$ cat src/rtl/gups_pkg.sv
// Shared constants, FSM encoding and LFSR step function for the GUPS address generator.
package gups_pkg;

    localparam logic [15:0] LFSR_TAPS     = 16'hB400;
    localparam logic [15:0] ZERO_SEED_SUB = 16'hACE1;

    typedef enum logic [1:0] {
        IDLE = 2'd0,
        RUN  = 2'd1,
        DONE = 2'd2
    } gups_state_e;

    // One Galois step: shift right and fold the taps in when a 1 falls out.
    function automatic logic [15:0] lfsr16_step(input logic [15:0] l);
        return l[0] ? ((l >> 1) ^ LFSR_TAPS) : (l >> 1);
    endfunction

    // An all-zero lane would never leave zero, so swap in a fixed nonzero seed.
    function automatic logic [15:0] seed_fix(input logic [15:0] s);
        return (s == 16'h0) ? ZERO_SEED_SUB : s;
    endfunction

endpackage

$ cat src/rtl/gups_skid_buf.sv
// Two-entry registered valid/ready buffer carrying 64-bit update addresses.
module gups_skid_buf (
    input  logic        clk,
    input  logic        rst,
    input  logic [63:0] in_data,
    input  logic        in_valid,
    output logic        in_ready,
    output logic [63:0] out_data,
    output logic        out_valid,
    input  logic        out_ready
);

    logic [63:0] r_mem [2];
    logic        r_wptr;
    logic        r_rptr;
    logic [1:0]  r_count;

    logic        w_push;
    logic        w_pop;

    assign in_ready  = (r_count != 2'd2);
    assign out_valid = (r_count != 2'd0);
    assign out_data  = r_mem[r_rptr];

    assign w_push = in_valid && in_ready;
    assign w_pop  = out_valid && out_ready;

    always_ff @(posedge clk) begin
        if (rst) begin
            r_mem[0] <= '0;
            r_mem[1] <= '0;
            r_wptr   <= 1'b0;
            r_rptr   <= 1'b0;
            r_count  <= 2'd0;
        end else begin
            if (w_push) begin
                r_mem[r_wptr] <= in_data;
                r_wptr        <= ~r_wptr;
            end
            if (w_pop) begin
                r_rptr <= ~r_rptr;
            end
            r_count <= r_count + {1'b0, w_push} - {1'b0, w_pop};
        end
    end

endmodule

$ cat src/rtl/gups_addr_gen.sv
// GUPS update-address source: four 16-bit LFSR lanes, masked by range, issued over
// valid/ready through a skid buffer, exactly num_updates per run.
module gups_addr_gen
    import gups_pkg::*;
#(
    parameter int unsigned CNT_W = 32
) (
    input  logic             clk,
    input  logic             rst,
    input  logic             start,
    input  logic [15:0]      seed0,
    input  logic [15:0]      seed1,
    input  logic [15:0]      seed2,
    input  logic [15:0]      seed3,
    input  logic [63:0]      range,
    input  logic [CNT_W-1:0] num_updates,
    output logic [63:0]      addr_out,
    output logic             addr_valid,
    input  logic             addr_ready,
    output logic [CNT_W-1:0] issued,
    output logic             busy,
    output logic             done
);

    gups_state_e      r_state;
    logic [15:0]      r_lane [4];
    logic [63:0]      r_range;
    logic [CNT_W-1:0] r_num;
    logic [CNT_W-1:0] r_gen;
    logic [CNT_W-1:0] r_issued;
    logic             r_busy;
    logic             r_done;

    logic [63:0]      w_cand;
    logic             w_buf_in_ready;
    logic             w_buf_valid;
    logic             w_push;
    logic             w_accept;
    logic [CNT_W-1:0] w_issued_nxt;

    assign w_cand       = {r_lane[3], r_lane[2], r_lane[1], r_lane[0]} & r_range;
    assign w_push       = (r_state == RUN) && (r_gen < r_num) && w_buf_in_ready;
    assign w_accept     = w_buf_valid && addr_ready;
    assign w_issued_nxt = r_issued + {{(CNT_W-1){1'b0}}, w_accept};

    gups_skid_buf u_skid_buf (
        .clk       (clk),
        .rst       (rst),
        .in_data   (w_cand),
        .in_valid  (w_push),
        .in_ready  (w_buf_in_ready),
        .out_data  (addr_out),
        .out_valid (w_buf_valid),
        .out_ready (addr_ready)
    );

    always_ff @(posedge clk) begin
        if (rst) begin
            r_state  <= IDLE;
            for (int i = 0; i < 4; i++) begin
                r_lane[i] <= 16'h0;
            end
            r_range  <= '0;
            r_num    <= '0;
            r_gen    <= '0;
            r_issued <= '0;
            r_busy   <= 1'b0;
            r_done   <= 1'b0;
        end else begin
            case (r_state)
                IDLE, DONE: begin
                    if (start) begin
                        r_lane[0] <= seed_fix(seed0);
                        r_lane[1] <= seed_fix(seed1);
                        r_lane[2] <= seed_fix(seed2);
                        r_lane[3] <= seed_fix(seed3);
                        r_range   <= range;
                        r_num     <= num_updates;
                        r_gen     <= '0;
                        r_issued  <= '0;
                        if (num_updates == '0) begin
                            r_state <= DONE;
                            r_busy  <= 1'b0;
                            r_done  <= 1'b1;
                        end else begin
                            r_state <= RUN;
                            r_busy  <= 1'b1;
                            r_done  <= 1'b0;
                        end
                    end
                end
                RUN: begin
                    // Lanes advance only on a push, so backpressure never perturbs the sequence.
                    if (w_push) begin
                        for (int i = 0; i < 4; i++) begin
                            r_lane[i] <= lfsr16_step(r_lane[i]);
                        end
                        r_gen <= r_gen + 1'b1;
                    end
                    r_issued <= w_issued_nxt;
                    // issued reaching num implies every address was generated and drained.
                    if (w_issued_nxt == r_num) begin
                        r_state <= DONE;
                        r_busy  <= 1'b0;
                        r_done  <= 1'b1;
                    end
                end
                default: begin
                    r_state <= IDLE;
                    r_busy  <= 1'b0;
                    r_done  <= 1'b0;
                end
            endcase
        end
    end

    assign addr_valid = w_buf_valid;
    assign issued     = r_issued;
    assign busy       = r_busy;
    assign done       = r_done;

endmodule
$ cat config.mk
export PLATFORM = sky130hd
export DESIGN_NAME = gups_addr_gen
export DESIGN_NICKNAME = d
export VERILOG_FILES = /design/src/rtl/gups_pkg.sv /design/src/rtl/gups_skid_buf.sv /design/src/rtl/gups_addr_gen.sv
export SDC_FILE = /design/constraint.sdc
export NUM_CORES = 1
export LEC_CHECK = 0
export ABC_AREA = 1
export CORE_AREA = 2 2 183 185
export CTS_CLUSTER_SIZE = 16
export DETAILED_ROUTE_END_ITERATION = 10
export DIE_AREA = 0 0 185 187
export PLACE_DENSITY = 0.78
export SYNTH_ARGS = -nofsm -noshare
export SYNTH_HDL_FRONTEND = slang
export SYNTH_SLANG_ARGS = --single-unit
$ cat constraint.sdc
create_clock -name clk -period 4.7 [get_ports clk]
set_clock_uncertainty 0.2 [all_clocks]
set_input_delay 1.41 -clock clk [delete_from_list [all_inputs] [get_ports clk]]
set_output_delay 1.41 -clock clk [all_outputs]
set_load 0.005 [all_outputs]
==> flow_summary.yaml <==
outcome:
  status: "complete, no violations"
placed_design:
  port_buffers: 262
  gp_congestion: 0.928
  hpwl_microns: 34600
  dp.cells: 2752
  dp_slack_ns: 0.225
global_routing:
  grtUsageTotal: 0.291
  antenna_found_initial: 0
  grt_first_pass_wirelength_microns: 79600
  grt_pass1_vias: 15200
  grt_overflow: 0
  grt_max_degree: 138
yosys:
  syn_area_per_cell_sq_um: 8.35
  synth_seq_cells: 359
  synth-compound-area-share: 0.0898
  synth_flop_cell: "edfxtp_1"
  synth.distinct_cells: 46
  synth.most_common_cell: "nand2_1"
  synth-xor-area-share: 0.0160
  synth-simple-area-share: 0.259
  async_flop_share: 0
  synth_top_cell_by_area: "edfxtp_1"
  synth_edf_count: 192
  ys_warn_count: 0
  ys_seq_area_frac: 0.516
  synthAdderAreaFrac: 0.0255
  synth_mux_area_frac: 0.0409
  synth_top_family_by_area: "simple AND/OR/NAND/NOR gates"
  syn_inst: 2113
  synth.top_cells.by_area: "edfxtp_1, dfxtp_1, nand2_1"
  synth_area_sq_um: 17600
  ys_top_cells_by_count: "nand2_1, nor2_1, o21ai_0"
  synthesis.nets: 2313
  yosysTopAreaCellShare: 0.327
worst_setup_path:
  cp_common_cell: "nand2_1"
  crit_type: "in -> reg"
  crit_path_cell_trace: "clkdlybuf4s50_1 -> nand2_1 -> inv_1 -> ha_1 -> ha_1 -> nand2_2 -> nor2_4 -> nand2_2 -> nor2_4 -> nand2_1 -> nand2_1 -> nand2_1 -> nand2_1 -> nand2_1 -> nor2_1 -> nand2_1 -> nor2_1 -> nand3_1 -> nand2_1 -> nand2_1 -> a21oi_2"
  cp-start-kind: "primary input"
  worstPathMaxFanout: 7
  critical_path.slowest_cell: "clkdlybuf4s50_1"
  crit_required_ns: 4.97
  endpoint_kind: "flop"
  critPathMaxStageDelay_ns: 0.53
  critPathArrivalTime_ns: 4.27
cts:
  postCtsSetupBuffers: 0
  cts_inserted_buffers: 38
  cts_root_buf: "clkbuf_16"
  cts_resized: 0
  holdBufCountCts: 0
  clk_path_buf_depth: 3
  path_clk_slew_ns: 0.06
  insertion_delay_ns: 0.54
  h-tree-depth: 2
  cts_tree: "built"
  clock-sinks: 359
drt:
  vias: 15700
  drt_wl_total_microns: 50500
  viasPerCell: 5.55
  dr.pass1.iters: 6
  initialDrtViolationCount: 1680
  ant_nets: 0
  wl_per_cell_microns: 17.9
  drc: 0
finish:
  regArea_sq_um: 9110
  nets: 2544
  multi_input_area_sq_um: 7630
  fin_cells: 2822
  num-fill-cells: 2705
  area_delta_synth_final_pct: 23.8
  finalCoreUtilization: 0.664
  antenna-diode-count: 0
  drive_gt1_frac: 0.0826
floorplanning:
  io_pins: 263
  dieArea_sq_um: 34600
  core_sq_um: 32900
  num_rows: 67
  start_util: 0.537
  die_w_microns: 185
  fp.dieH_microns: 187
timing:
  hold_viol_final: 0
  setup_viol: 0
  rsz0062_at_grt: "no"
  fin_ws_ns: 0.697
  min_period_ns: 4.00
  timing.hold.ws_ns: 0.259
  post-route-period-util: 0.852
  slew_viol_final: 0
  worstMarginPinSlew_ns: 0.880
  maxSlewHeadroom: 0.412
  setup-tns-final_ns: 0
  clock.fmax_ghz: 0.250
flow_run:
  maxCapViolations: 0
power_and_ir_drop:
  peakVddDrop_uv: 309
  total_leakage_power_nw: 8.47
  p_per_area_nw_per_um2: 397
min_path:
  hold_path.class: "reg -> reg"
-- layer usage --
layer	up-vias	GRT usage	routed length [microns]
met5	-	0	0
met4	0	0.106	1630
met3	112	0.0454	3900
met2	690	0.502	25000
met1	7366	0.368	19900
li1	7501	-	-
-- cell families after synthesis --
logic type,count (synthesis)
AND/OR/NAND/NOR,1081
buffers and inverters,233
XOR/XNOR,29
AO/OA/AOI/OAI,311
flip-flops,359
adder cells (fa/ha/maj),36
multiplexers,64
-- critical path, delay by kind of cell --
kind	cells	cell delay, ns
AND/OR/NAND/NOR	16	1.55
buffers and inverters	2	0.73
adder cells (fa/ha/maj)	2	0.45
AO/OA/AOI/OAI	1	0.11
-- final timing paths --
path	startpoint	end	slack, ns	depth (start not counted)
max	addr_ready	r_state[1]	0.70	21
min	u_skid_buf.r_rptr	u_skid_buf.r_rptr	0.26	1
max reg2reg	r_num[25]	u_skid_buf.r_mem[1][61]	0.77	11
min reg2reg	u_skid_buf.r_rptr	u_skid_buf.r_rptr	0.26	1
-- report_power, final --
part           switching (mW)  internal (mW)
sequential              0.226           3.67
clock                    1.23           1.67
combinational            1.03          0.843
-- cell type report --
class / count / share of cell area
Timing Repair Buffer: 285 / 0.129
Clock inverter: 17 / 0.00688
Tap cell: 448 / 0.0257
Sequential cell: 359 / 0.417
Inverter: 139 / 0.0240
Clock buffer: 53 / 0.0476
Multi-Input combinational cell: 1521 / 0.350
-- cells in the final DEF (no fill, tap or decap), types with 39 or more instances in the layout --
cell type and n:
nand3_1 110, inv_1 131, edfxtp_1 192, a21oi_1 98, mux2_2 64, clkdlybuf4s50_1 262, clkbuf_16 39, nor2_1 396
nand2_1 460, dfxtp_1 166, o21ai_0 197
-- state kept, by name, indices dropped and copies added (netlist names), named ones only --
| signal | count |
|---|---|
| u_skid_buf.r_mem | 128 |
| r_lane | 64 |
| r_range | 64 |
| issued | 32 |
| r_gen | 32 |
| r_num | 32 |
| u_skid_buf.r_count | 2 |
| busy | 1 |
| r_state | 1 |
| u_skid_buf.r_rptr | 1 |
| u_skid_buf.r_wptr | 1 |
-- per-stage QoR --
stage / area [sq um] / power, mW
CTS: 21800 / 8.69
global placement: 20600 / 5.76
global route: 21800 / 9.07
floorplan: 17600 / 4.97
detailed placement: 20600 / 5.82
finish: 21800 / 8.67
No activity file was read; power rests on OpenSTA's default activity.
